[src/rtl/riscv_soc_pkg.sv]
// Shared SoC types and constants for the data-memory port arbiter.
package riscv_soc_pkg;

  localparam int DMEM_AW       = 10;
  localparam int DMEM_DW       = 32;
  localparam int DMEM_MAX_LOCK = 16;

  typedef enum logic [1:0] {
    UNLOCKED  = 2'd0,
    LOCKED_M0 = 2'd1,
    LOCKED_M1 = 2'd2
  } lock_state_e;

  typedef logic master_idx_t;

endpackage

[src/rtl/dmem_port_arbiter_rr_arb2.sv]
// Two-way arbiter: a lone requester always wins; contention goes to master 0
// in fixed mode, otherwise to the master named by ptr.
module rr_arb2
  import riscv_soc_pkg::*;
(
  input  logic [1:0]  req,
  input  logic        fixed_prio,
  input  master_idx_t ptr,
  output logic [1:0]  gnt
);

  always_comb begin
    gnt = 2'b00;
    case (req)
      2'b01:   gnt = 2'b01;
      2'b10:   gnt = 2'b10;
      2'b11:   gnt = (fixed_prio || (ptr == 1'b0)) ? 2'b01 : 2'b10;
      default: gnt = 2'b00;
    endcase
  end

endmodule

[src/rtl/dmem_port_arbiter.sv]
// Shares one single-port data SRAM between the CPU (m0) and DMA/loader (m1)
// with round-robin or fixed-priority arbitration and bounded burst locking.
//
// state     | meaning
// UNLOCKED  | normal arbitration
// LOCKED_M0 | m0 keeps ownership while it requests with lock, up to MAX_LOCK grants
// LOCKED_M1 | m1 keeps ownership while it requests with lock, up to MAX_LOCK grants
module dmem_port_arbiter
  import riscv_soc_pkg::*;
#(
  parameter int AW        = DMEM_AW,
  parameter int DW        = DMEM_DW,
  parameter int PRIO_MODE = 0,
  parameter int MAX_LOCK  = DMEM_MAX_LOCK
) (
  input  logic          clk,
  input  logic          rst_n,
  input  logic          m0_req,
  input  logic          m0_we,
  input  logic [3:0]    m0_be,
  input  logic [AW-1:0] m0_addr,
  input  logic [DW-1:0] m0_wdata,
  input  logic          m0_lock,
  output logic          m0_gnt,
  output logic          m0_rvalid,
  output logic [DW-1:0] m0_rdata,
  input  logic          m1_req,
  input  logic          m1_we,
  input  logic [3:0]    m1_be,
  input  logic [AW-1:0] m1_addr,
  input  logic [DW-1:0] m1_wdata,
  input  logic          m1_lock,
  output logic          m1_gnt,
  output logic          m1_rvalid,
  output logic [DW-1:0] m1_rdata,
  output logic          sram_cs,
  output logic          sram_we,
  output logic [3:0]    sram_be,
  output logic [AW-1:0] sram_addr,
  output logic [DW-1:0] sram_din,
  input  logic [DW-1:0] sram_dout
);

  localparam logic [7:0] MAX_HOLD = 8'(MAX_LOCK);

  lock_state_e state;
  logic [7:0]  hold_cnt;
  master_idx_t rr_ptr;
  logic [1:0]  rvalid_q;

  logic [1:0]  req, lock, arb_req, arb_gnt, gnt;
  logic        locked, forced, lock_win, blk_act, arb_fixed, any_gnt;
  master_idx_t lock_idx, arb_ptr, win;

  assign req      = {m1_req, m0_req};
  assign lock     = {m1_lock, m0_lock};
  assign locked   = (state == LOCKED_M0) || (state == LOCKED_M1);
  assign lock_idx = (state == LOCKED_M1);
  assign forced   = locked && (hold_cnt == MAX_HOLD);
  assign lock_win = locked && !forced && req[lock_idx];
  // On forced release the lock holder must yield to a contending master.
  assign blk_act  = forced && (&req);

  assign arb_req   = lock_win ? (lock_idx ? 2'b10 : 2'b01) : req;
  assign arb_fixed = (PRIO_MODE != 0) && !blk_act;
  assign arb_ptr   = blk_act ? ~lock_idx : rr_ptr;

  rr_arb2 u_arb (
    .req        (arb_req),
    .fixed_prio (arb_fixed),
    .ptr        (arb_ptr),
    .gnt        (arb_gnt)
  );

  assign gnt     = arb_gnt & {2{rst_n}};
  assign any_gnt = |gnt;
  assign win     = gnt[1];
  assign m0_gnt  = gnt[0];
  assign m1_gnt  = gnt[1];

  assign sram_cs   = any_gnt;
  assign sram_we   = any_gnt && (win ? m1_we : m0_we);
  assign sram_be   = win ? m1_be    : m0_be;
  assign sram_addr = win ? m1_addr  : m0_addr;
  assign sram_din  = win ? m1_wdata : m0_wdata;

  assign m0_rvalid = rvalid_q[0];
  assign m1_rvalid = rvalid_q[1];
  assign m0_rdata  = sram_dout;
  assign m1_rdata  = sram_dout;

  always_ff @(posedge clk or negedge rst_n) begin
    if (!rst_n) begin
      state    <= UNLOCKED;
      hold_cnt <= 8'd0;
      rr_ptr   <= 1'b0;
      rvalid_q <= 2'b00;
    end else begin
      rvalid_q <= gnt & ~{m1_we, m0_we};
      if (any_gnt) rr_ptr <= ~win;
      case (state)
        UNLOCKED: begin
          if (any_gnt && lock[win]) begin
            state    <= win ? LOCKED_M1 : LOCKED_M0;
            hold_cnt <= 8'd1;
          end
        end
        LOCKED_M0, LOCKED_M1: begin
          if (forced || !req[lock_idx] || !lock[lock_idx]) begin
            state    <= UNLOCKED;
            hold_cnt <= 8'd0;
          end else begin
            hold_cnt <= hold_cnt + 8'd1;
          end
        end
        default: begin
          state    <= UNLOCKED;
          hold_cnt <= 8'd0;
        end
      endcase
    end
  end

endmodule

[config.mk]
export PLATFORM = sky130hd
export DESIGN_NAME = dmem_port_arbiter
export DESIGN_NICKNAME = d
export VERILOG_FILES = /design/src/rtl/riscv_soc_pkg.sv /design/src/rtl/dmem_port_arbiter_rr_arb2.sv /design/src/rtl/dmem_port_arbiter.sv
export SDC_FILE = /design/constraint.sdc
export NUM_CORES = 1
export LEC_CHECK = 0
export BUFFER_PORTS_ARGS = -buffer_cell sky130_fd_sc_hd__buf_4
export CAP_MARGIN = 20
export CORE_AREA = 2 2 95 97
export CTS_CLUSTER_DIAMETER = 100
export CTS_CLUSTER_SIZE = 12
export DETAILED_ROUTE_END_ITERATION = 10
export DIE_AREA = 0 0 97 99
export SLEW_MARGIN = 20
export SYNTH_ARGS = -nofsm -noshare
export SYNTH_HDL_FRONTEND = slang
export SYNTH_SLANG_ARGS = --single-unit
[constraint.sdc]
create_clock -name clk -period 4.7 [get_ports clk]
set_input_delay 0.235 -clock clk [delete_from_list [all_inputs] [get_ports clk]]
set_output_delay 0.235 -clock clk [all_outputs]
set_load 0.02 [all_outputs]
After elaboration in Yosys (flattened, before gate mapping):

Cells that the tools add are included.

* bitwise operators: 5
* add/sub/neg operators: 1
* reduce and logical (&&, ||, !) cells: 17
* multiplexer cells: 22
* $lt $le $gt $ge: 2
* eq/ne operators: 8

Operators by type and width (number)
* 32-bit two-way mux: 1
* 8-bit two-way mux: 2
* 8-bit one-hot mux with 2 select lines: 1
* 2-bit two-way mux: 6
* 10-bit two-way mux: 1
* 8-bit by 1-bit adder with 8-bit output (second input constant): 1
* 8-bit by 5-bit == test with 1-bit output (second input constant): 1
* 1-bit two-way mux: 8
* 2-bit == test (second input constant): 3
* 1-bit logical AND: 6
* 2-bit one-hot mux with 3 select lines: 1
* 2-bit AND: 2
* 2-bit by 1-bit == test with 1-bit output (second input constant): 2
* 1-bit by 2-bit less-than comparator with 1-bit output (second input constant): 2
* 4-bit two-way mux: 1
* 2-bit inequality test (second input constant): 2
* 2-bit one-hot mux with 2 select lines: 1
* 2-bit AND reduction: 2
* 2-bit OR reduction: 2
* 1-bit zero test: 3
* 1-bit logical OR: 3
* 2-bit zero test: 1
* 1-bit inverter: 2
* 2-bit inverter: 1

* logic and storage cells: 59
* output and inout port bits: 116
* register bits after elaboration: 13

Logic depth before layout (Yosys ltp):

Gate-level depths: netlist (run 1).

* word-level depth: 15
* gate-level depth with buffers: 10
* mapped depth without buffers: 8

Hierarchy:

A second synthesis (run 1) with hierarchy kept.

* cells, all modules: 215
* area total of the unflattened synthesis: 1923.1 sq um

By module, submodules not included
* dmem_port_arbiter: area each 1893.1 sq um, cells an instance 211, sequential area each 325.3 sq um, instances 1
* rr_arb2: area each 30.0 sq um, cells an instance 4, sequential area each 0.0 sq um, instances 1

Worst setup path before layout (run 1):

No wires, ideal clock.

* kind: register to output
* start: reg hold_cnt[0]
* end: out sram_we
* arrival: 2131 ps
* cell stages (with the launch flop): 9
* slack: 2334 ps
* cell sequence: dfrtp_1 inv_1 ha_1 nor3b_1 nand2_1 xor2_1 a31o_2 clkbuf_1 mux2i_1

* longest elaborated chain between the ends: 11

Ends and longest elaborated chain
* start, declared: line dmem_port_arbiter.sv:47 `logic [7:0] hold_cnt;`
* start signal, assigned: line dmem_port_arbiter.sv:113 `hold_cnt <= hold_cnt + 8'd1;`
* 8-bit by 5-bit == test with 1-bit output (*): line dmem_port_arbiter.sv:59 `assign forced = locked && (hold_cnt == MAX_HOLD);`
* 1-bit logical AND (*): line dmem_port_arbiter.sv:59
* 1-bit zero test: line dmem_port_arbiter.sv:60 `assign lock_win = locked && !forced && req[lock_idx];`
* 1-bit logical AND (2 in a row): line dmem_port_arbiter.sv:60
* 2-bit two-way mux: line dmem_port_arbiter.sv:64 `assign arb_req = lock_win ? (lock_idx ? 2'b10 : 2'b01) : req;`
* 2-bit == test / 2-bit by 1-bit == test with 1-bit output (equally long branches): line dmem_port_arbiter_rr_arb2.sv:14 `case (req)`
* 2-bit one-hot mux with 3 select lines (*): line dmem_port_arbiter_rr_arb2.sv:14
* 2-bit AND (*): line dmem_port_arbiter.sv:75 `assign gnt = arb_gnt & {2{rst_n}};`
* 2-bit OR reduction / 1-bit two-way mux (equally long branches): line dmem_port_arbiter.sv:76, dmem_port_arbiter.sv:82
* 1-bit logical AND (*): line dmem_port_arbiter.sv:82 `assign sram_we = any_gnt && (win ? m1_we : m0_we);`
* end, declared: line dmem_port_arbiter.sv:37 `output logic sram_we,`

Every way passes the cells marked *; elsewhere a longest branch is shown, timed or not.

Worst setup path after layout (run 1):

* start: reg hold_cnt[0]
* end: out sram_din[7]

* longest elaborated chain between the ends: 10

Ends and longest elaborated chain
* 8-bit by 5-bit == test with 1-bit output (*): line dmem_port_arbiter.sv:59
* 1-bit logical AND (*): line dmem_port_arbiter.sv:59
* 1-bit zero test: line dmem_port_arbiter.sv:60
* 1-bit logical AND (2 in a row): line dmem_port_arbiter.sv:60
* 2-bit two-way mux: line dmem_port_arbiter.sv:64
* 2-bit == test / 2-bit by 1-bit == test with 1-bit output (equally long branches): line dmem_port_arbiter_rr_arb2.sv:14
* 2-bit one-hot mux with 3 select lines (*): line dmem_port_arbiter_rr_arb2.sv:14
* 2-bit AND (*): line dmem_port_arbiter.sv:75
* 32-bit two-way mux (*): line dmem_port_arbiter.sv:85 `assign sram_din = win ? m1_wdata : m0_wdata;`
* end, declared: line dmem_port_arbiter.sv:40 `output logic [DW-1:0] sram_din,`

Marks and branches as above.

==> flow_summary.yaml, run 1 <==
synthesis:
  synth_top_family_by_area: "buffers and inverters"
  muxShareOfSynthArea_pct: 26.74
  syn-instance-count: 225
  synth_top_cells_by_area: "mux2_2, buf_4, dfrtp_1"
  synth_seq_cells: 13
  synth_edf_count: 0
  synth-xor-area-share_pct: 0.4353
  synth-compound-area-share_pct: 11.32
  synthArstFlopShare_pct: 100.0
  synth_top_cell_area_share_pct: 25.75
  synth_warnings: 0
  synth_top_area_cell: "mux2_2"
  ys_seq_area_share_pct: 16.17
  avgSynthCellArea_um2: 8.942
  synth_cell_types: 47
  synth_ff_type: "dfrtp_1"
  syn-num-nets: 362
  synthSimpleGateAreaFrac_pct: 12.87
  syn_area_um2: 2012
  synthAdderAreaFrac_pct: 3.109
die:
  core-area_um2: 8551
  io_pins: 248
  die_h_um: 99
  start_util_pct: 23.53
  die_width_um: 97
  core.rowCount: 34
  die-area_um2: 9603
power:
  comb_power_share_pct: 71.2
  p_leak_nw: 1.376
  ir_drop_uv: 126.3
  swShare_pct: 44.31
  power-per-cell-area_nw_per_um2: 312.6
  p_sw_mw: 0.3881
  p_clk_share_pct: 12.1
  seqPwrFrac_pct: 16.7
  internal-power_mw: 0.4877
sta:
  fin_setup_tns_ps: 0
  finClkSkew_ps: 2.493
  fin_crit_ps: 3405
  final_max_slew_viol_count: 0
  rsz0062_at_grt: "false"
  relSlewSlack_pct: 37.31
  timing.final.crit_share_pct: 72.45
  worst_pin_slew_ps: 940.4
  hold_viol: 0
  max_freq_mhz: 293.7
  setup_violations: 0
final_layout:
  n_fill_cell: 893
  area_growth_pct: 39.24
  layout_commonest_cell: "buf_4"
  multi_input_area_um2: 1096
  final_nets: 446
  drive_gt1_share_pct: 68.51
  final_cell_mix: "buf_4, mux2_2, inv_1, dfrtp_1, nor2_1"
  register_area_um2: 325.3
  antenna_cells: 0
  fin_cells: 416
clock_network:
  cts-root-buf: "clkbuf_8"
  ctsHtreeMaxLevel: 1
  postCtsSetupBuffers: 0
  cts_buffers: 3
  path_clk_slew_ps: 60
  cts.sinks: 13
  cts_tree: "yes"
  cts_max_path_buffers: 2
  insertion_delay_ps: 250
  cts-resized-gates: 0
  ctsHoldBuffers: 1
worst_setup_path:
  crit_top_cell: "buf_4"
  slowest_stage: "a31o_2"
  crit_chain: "inv_1 > ha_1 > nor3b_1 > nand2_1 > xor2_1 > a31o_2 > buf_4 > mux2_2 > buf_4"
  cp-end-kind: "output port"
  start_kind: "flop"
  crit_type: "flop to output port"
  crit_arrival_ps: 3170
  critPathMaxFanout: 28
  worst_path_largest_cell_delay_ps: 540
  worstPathRequired_ps: 4470
global_route:
  antenna_found_initial: 0
  grt.overflow.total: 0
  grt.total_usage_pct: 17.35
  grt_pass1_vias: 2020
  grt_pass1_wl_um: 12590
  grt_max_degree: 29
min_path:
  hp-class: "primary input to flop"
routing:
  drtIter0Drc: 50
  drt_first_pass_iters: 4
  viasPerCell: 4.596
  drc: 0
  wirelength_um: 8692
  num_vias: 1912
  antenna_left: 0
  routedWlPerCell_um: 20.89
placed_design:
  hpwl_um: 7597
  routabilityCongestion: 0.8959
  dp.cells: 411
  port_buffers: 151
run_status:
  status: "finished, final reports clean"
job:
  cap_violations: 0
-- critical path, delay by kind of cell (launching register included) --
kind                     cells  cell delay [ps]
buffers and inverters        3              700
AO/OA/AOI/OAI                1              540
AND/OR/NAND/NOR              2              490
multiplexers                 1              440
flip-flops                   1              410
XOR/XNOR                     1              160
adder cells (fa/ha/maj)      1              150
-- synthesized netlist by cell type (3+ instances only) --
library cell / n
ha_1: 5
dfrtp_1: 13
nand2_1: 9
clkbuf_1: 5
a32oi_1: 5
nand3_1: 4
mux2_2: 46
nor2_1: 10
buf_6: 3
buf_4: 64
inv_1: 13
o2bb2ai_1: 4
-- flip-flops by register name, indices dropped and copies added (netlist names) --
| name | cells |
|---|---|
| hold_cnt | 8 |
| state | 2 |
| rvalid_q | 2 |
| rr_ptr | 1 |
-- per-stage QoR --
stage | hold slack (ps) | cell area (um^2) | utilization (%) | power (mW) | worst slack [ps]
after floorplan | -60.59 | 2012 | - | 0.6379 | 2334
after global placement | 108.3 | 2746 | 32.12 | 0.7647 | 1623
after detailed placement | 112.7 | 2746 | 32.12 | 0.7717 | 1588
after CTS | 153.3 | 2801 | 32.76 | 0.8813 | 1304
after global routing | 157.1 | 2801 | 32.76 | 0.9316 | 1088
final | 149.8 | 2801 | 32.76 | 0.8758 | 1295
-- per-layer routing --
metal / up-vias / track usage, % / part of all wire [%] / routed length, um
met1: 867 / 20.00 / 38 / 3277
met2: 130 / 26.34 / 43 / 3736
met5: - / 5.641 / 0.90 / 78
met4: 2 / 2.600 / 1.4 / 122
li1: 892 / - / - / -
met3: 21 / 12.34 / 17 / 1478
-- kinds of logic (layout without fill, tap and decap cells) --
| logic type | Yosys count | after routing |
|---|---|---|
| buffers and inverters | 87 | 170 |
| muxes | 48 | 48 |
| and+or+nand+nor | 45 | 45 |
| AOI/OAI and AO/OA | 26 | 26 |
| DFF | 13 | 13 |
| adders and majority gates | 5 | 5 |
| xor gates and xnor gates | 1 | 1 |
-- path summary, 6_finish.rpt --
kind | start | end | slack, ps | cells past startpoint
max | hold_cnt[0]$_DFFE_PN0P_ | sram_din[7] | 1300 | 9
min | m0_we | rvalid_q[0]$_DFF_PN0_ | 150 | 2
max reg2reg | hold_cnt[0]$_DFFE_PN0P_ | hold_cnt[5]$_DFFE_PN0P_ | 2100 | 7
min reg2reg | rr_ptr$_DFFE_PN0P_ | rr_ptr$_DFFE_PN0P_ | 540 | 2
max in group asynchronous | rst_n | rr_ptr$_DFFE_PN0P_ | 4120 | 2
min in group asynchronous | rst_n | hold_cnt[7]$_DFFE_PN0P_ | 380 | 2
-- final cells by class --
cell class | instances | share of cell area, %
Tap cell | 108 | 4.824
Timing Repair Buffer | 153 | 41.09
Clock buffer | 4 | 1.608
Sequential cell | 13 | 11.61
Inverter | 13 | 1.742
Multi-Input combinational cell | 125 | 39.12
-- power by group through the flow --
stage	registers [mW]	logic, mW	clock network, mW
after detailed placement	0.149	0.623	0
after global placement	0.147	0.617	0
after global routing	0.150	0.670	0.112
after CTS	0.147	0.626	0.109
final	0.147	0.623	0.106
after floorplan	0.147	0.491	0
No activity file was read; power rests on OpenSTA's default activity.
==> run 2, diff against run 1 <==
Settings changed: CORE_AREA 2 2 95 97 to 2 2 97 99, DIE_AREA 0 0 97 99 to 0 0 99 101.
Clock period 4.7 ns to 3.4 ns, I/O delays scaled along.
==> flow_summary.yaml, run 2 (synthesis gave the netlist of run 1 again) <==
sta:
  relSlewSlack_pct: 39.39
  final_max_slew_viol_count: 0
  hold_viol: 0
  fin_crit_ps: 2833
  fin_setup_tns_ps: 0
  hold_ws_ps: 85.84
  finClkSkew_ps: 7.816
  timing.final.crit_share_pct: 83.31
  max_freq_mhz: 353.0
  worst_pin_slew_ps: 909.1
  setup_violations: 0
  rsz0062_at_grt: "false"
die:
  io_pins: 248
  die_h_um: 101
  core-area_um2: 8977
  die_width_um: 99
  core.rowCount: 35
  start_util_pct: 22.41
  die-area_um2: 9999
global_route:
  grt_max_degree: 51
  grt.total_usage_pct: 13.18
  grt_pass1_wl_um: 10340
  antenna_found_initial: 0
  grt.overflow.total: 0
  grt_pass1_vias: 1849
power:
  power-per-cell-area_nw_per_um2: 428.6
  internal-power_mw: 0.6875
  seqPwrFrac_pct: 16.8
  p_leak_nw: 1.389
  p_sw_mw: 0.5240
  swShare_pct: 43.25
  ir_drop_uv: 185.8
  comb_power_share_pct: 71.6
  p_clk_share_pct: 11.6
worst_setup_path:
  slowest_stage: "dfrtp_1"
  startpoint: "hold_cnt[0]$_DFFE_PN0P_"
  crit_chain: "inv_1 > ha_1 > nor3b_1 > nand2_1 > xor2_1 > a31o_2 > buf_12 > mux2_2 > buf_4"
  crit_type: "flop to output port"
  worst_path_largest_cell_delay_ps: 410
  worstPathRequired_ps: 3230
  critPathMaxFanout: 50
  cp-end-kind: "output port"
  r2r-start: "hold_cnt[0]$_DFFE_PN0P_"
  crit_arrival_ps: 2660
  start_kind: "flop"
routing:
  wirelength_um: 7098
  drtIter0Drc: 17
  routedWlPerCell_um: 16.90
  num_vias: 1908
  antenna_left: 0
  drc: 0
  drt_first_pass_iters: 4
  viasPerCell: 4.543
final_layout:
  largest_reg_flops: 8
  final_cell_mix: "buf_4, mux2_2, inv_1, dfrtp_1, nor2_1"
  area_growth_pct: 40.49
  n_fill_cell: 936
  largestRegisters: "hold_cnt x8, rvalid_q x2, state x2"
  final_nets: 447
  layout_commonest_cell: "buf_4"
  drive_gt1_share_pct: 68.93
  antenna_cells: 0
  finalInstanceArea_um2: 2826
  top_register: "hold_cnt"
clock_network:
  insertion_delay_ps: 250
  cts_max_path_buffers: 2
  cts_buffers: 3
  path_clk_slew_ps: 60
  cts-resized-gates: 0
  cts_tree: "yes"
  cts.sinks: 13
  ctsHtreeMaxLevel: 1
  cts-root-buf: "clkbuf_8"
placed_design:
  place_area_um2: 2770
  port_buffers: 151
  hpwl_um: 6108
  routabilityCongestion: 0.8166
min_path:
  hp-class: "primary input to flop"
  holdCritStartpoint: "m1_we"
run_status:
  status: "finished, final reports clean"
job:
  cap_violations: 0
==> run 2: metal layers <==
metal | global-route usage, % | share of wire, %
met5 | 0 | 0
met4 | 2.424 | 1.1
met3 | 4.924 | 9.6
met2 | 24.74 | 54
met1 | 14.21 | 35
==> run 2: area by class of cell <==
cell class | count | area [um^2] | area share, %
inverter | 13 | 48.80 | 1.726
timing repair buffer | 154 | 1171 | 41.43
clock buffer | 3 | 41.29 | 1.461
clock inverter | 1 | 5.005 | 0.1771
multi-input combinational | 125 | 1096 | 38.78
tap | 111 | 138.9 | 4.914
sequential | 13 | 325.3 | 11.51
==> run 2: critical path: cells and delay by family (launching register included) <==
family,cells,cell delay (ps)
xor gates and xnor gates,1,190
muxes,1,400
buffers and inverters,3,490
and+or+nand+nor,2,510
AOI/OAI and AO/OA,1,210
DFF,1,410
adders and majority gates,1,150
==> run 2: power by group through the flow <==
stage / Clock, mW / Combinational, mW / Sequential (mW)
4_1_cts: 0.143 / 0.873 / 0.203
3_5_place_dp: 0 / 0.869 / 0.205
6_report: 0.141 / 0.867 / 0.203
3_3_place_gp: 0 / 0.857 / 0.203
2_1_floorplan: 0 / 0.679 / 0.203
5_1_grt: 0.150 / 0.930 / 0.205
==> run 2: path summary, 6_finish.rpt <==
path	end	slack [ps]	depth (start not counted)
worst max-delay path	sram_din[16]	570	9
worst min-delay path	rvalid_q[1]$_DFF_PN0_	90	2
worst max register to register	hold_cnt[5]$_DFFE_PN0P_	810	7
worst min register to register	rr_ptr$_DFFE_PN0P_	540	2
max in group asynchronous	rvalid_q[0]$_DFF_PN0_	2890	2
min in group asynchronous	hold_cnt[0]$_DFFE_PN0P_	310	2
==> run 2: repair_timing <==
item,in CTS,in global routing
hold buffers,1,0
buffers inserted,0,0
endpoints found under the hold margin,13,0
==> run 2: through the flow <==
| stage | setup slack (ps) | util, % | power, mW | cells |
|---|---|---|---|---|
| floorplan | 1083 | - | 0.8818 | 225 |
| global placement | 938.3 | 30.86 | 1.060 | 415 |
| detailed placement | 850.0 | 30.86 | 1.074 | 415 |
| CTS | 570.3 | 31.48 | 1.219 | 420 |
| global route | 446.1 | 31.48 | 1.285 | 420 |
| finish | 567.3 | 31.48 | 1.211 | 420 |
==> run 3, diff against run 2 <==
Clock period 3.4 ns to 3 ns, I/O delays scaled along.
==> flow_summary.yaml, run 3 (synthesis gave the netlist of run 1 again) <==
die:
  core-area_um2: 8977
  core.rowCount: 35
  die_width_um: 99
  start_util_pct: 22.41
  die-area_um2: 9999
  die_h_um: 101
  io_pins: 248
worst_setup_path:
  crit_arrival_ps: 2590
  worstPathRequired_ps: 2850
  cp-end-kind: "output port"
  start_kind: "flop"
  critPathMaxFanout: 50
  crit_type: "flop to output port"
clock_network:
  insertion_delay_ps: 250
  cts_tree: "yes"
  cts_buffers: 3
  cts_max_path_buffers: 2
  ctsHtreeMaxLevel: 1
  postCtsSetupBuffers: 0
  cts-root-buf: "clkbuf_8"
  path_clk_slew_ps: 60
  cts-resized-gates: 0
  cts.sinks: 13
sta:
  finClkSkew_ps: 3.034
  setup_violations: 0
  hold_viol: 0
  timing.final.crit_share_pct: 91.27
  fin_setup_tns_ps: 0
  hold_ws_ps: 74.06
  max_freq_mhz: 365.2
  relSlewSlack_pct: 44.16
  final_max_slew_viol_count: 0
  worst_pin_slew_ps: 837.7
  fin_crit_ps: 2738
  rsz0062_at_grt: "false"
power:
  ir_drop_uv: 216.9
  p_clk_share_pct: 11.7
  seqPwrFrac_pct: 16.9
  swShare_pct: 42.75
  p_leak_nw: 1.386
  power_mw: 1.364
  comb_power_share_pct: 71.5
  p_sw_mw: 0.5830
  internal-power_mw: 0.7808
  power-per-cell-area_nw_per_um2: 482.7
final_layout:
  finalInstanceArea_um2: 2825
  largest_reg_flops: 8
  antenna_cells: 0
  drive_gt1_share_pct: 68.61
  area_growth_pct: 40.42
  largestRegisters: "hold_cnt x8, rvalid_q x2, state x2"
  final_cell_mix: "buf_4, mux2_2, inv_1, dfrtp_1, nor2_1"
  top_register: "hold_cnt"
  layout_commonest_cell: "buf_4"
  final_nets: 447
placed_design:
  hpwl_um: 6029
  port_buffers: 151
  place_area_um2: 2770
  routabilityCongestion: 0.8091
routing:
  num_vias: 1874
  routedWlPerCell_um: 16.66
  drc: 0
  wirelength_um: 6997
  drtIter0Drc: 22
  viasPerCell: 4.462
  antenna_left: 0
  drt_first_pass_iters: 5
global_route:
  grt_max_degree: 51
  grt_pass1_vias: 1858
  grt.total_usage_pct: 13.22
  grt.overflow.total: 0
  antenna_found_initial: 0
  grt_pass1_wl_um: 10370
min_path:
  hp-class: "primary input to flop"
job:
  cap_violations: 0
run_status:
  status: "finished, final reports clean"
## run 3: power groups by stage
stage               registers, mW  logic (mW)  clock network [mW]
floorplan                   0.230       0.769                   0
global placement            0.230       0.971                   0
detailed placement          0.233       0.975                   0
CTS                         0.230       0.981               0.165
global route                0.233        1.05               0.173
finish                      0.230       0.975               0.159
## run 3: metal layers
layer | part of all wire [%] | vias to the layer above | track usage, %
li1 | - | 896 | -
met1 | 37 | 852 | 14.18
met4 | 1.2 | 0 | 2.950
met5 | 0 | - | 0
met3 | 9.1 | 11 | 4.924
met2 | 53 | 115 | 24.64
## run 3: critical path, stage by stage (launching register included)
cell     delay [ps]
dfrtp_1         410
inv_1            90
ha_1            150
nor3b_1         320
nand2_1         140
xor2_1          180
a31o_2          200
buf_12          250
mux2_2          410
buf_4           170
## run 3: final cells by class
class / instances / area (um^2)
Clock buffer: 4 / 45.04
Sequential cell: 13 / 325.3
Inverter: 13 / 48.80
Timing Repair Buffer: 154 / 1171
Multi-Input combinational cell: 125 / 1096
Tap cell: 111 / 138.9
Fill cell: 930 / 6152
## run 3: path summary, 6_finish.rpt
kind,start,to,slack [ps],cells past startpoint
worst max-delay path,hold_cnt[0]$_DFFE_PN0P_,sram_din[29],260,9
worst min-delay path,m1_we,rvalid_q[1]$_DFF_PN0_,70,2
worst max register to register,state[0]$_DFFE_PN0P_,hold_cnt[5]$_DFFE_PN0P_,420,7
worst min register to register,rr_ptr$_DFFE_PN0P_,rr_ptr$_DFFE_PN0P_,530,2
max in group asynchronous,rst_n,state[0]$_DFFE_PN0P_,2520,2
min in group asynchronous,rst_n,hold_cnt[2]$_DFFE_PN0P_,300,2
## run 3: through the flow
stage | instances | setup slack (ps) | utilization (%)
after floorplan | 225 | 682.6 | -
after global routing | 420 | 148.0 | 31.47
after detailed placement | 415 | 457.8 | 30.86
after global placement | 415 | 531.6 | 30.86
after CTS | 420 | 261.7 | 31.47
final | 420 | 261.8 | 31.47
## run 3: repair_timing
item	in CTS	in global routing
setup endpoints to repair	0	0
hold buffers	1	0
hold endpoints to repair	13	0
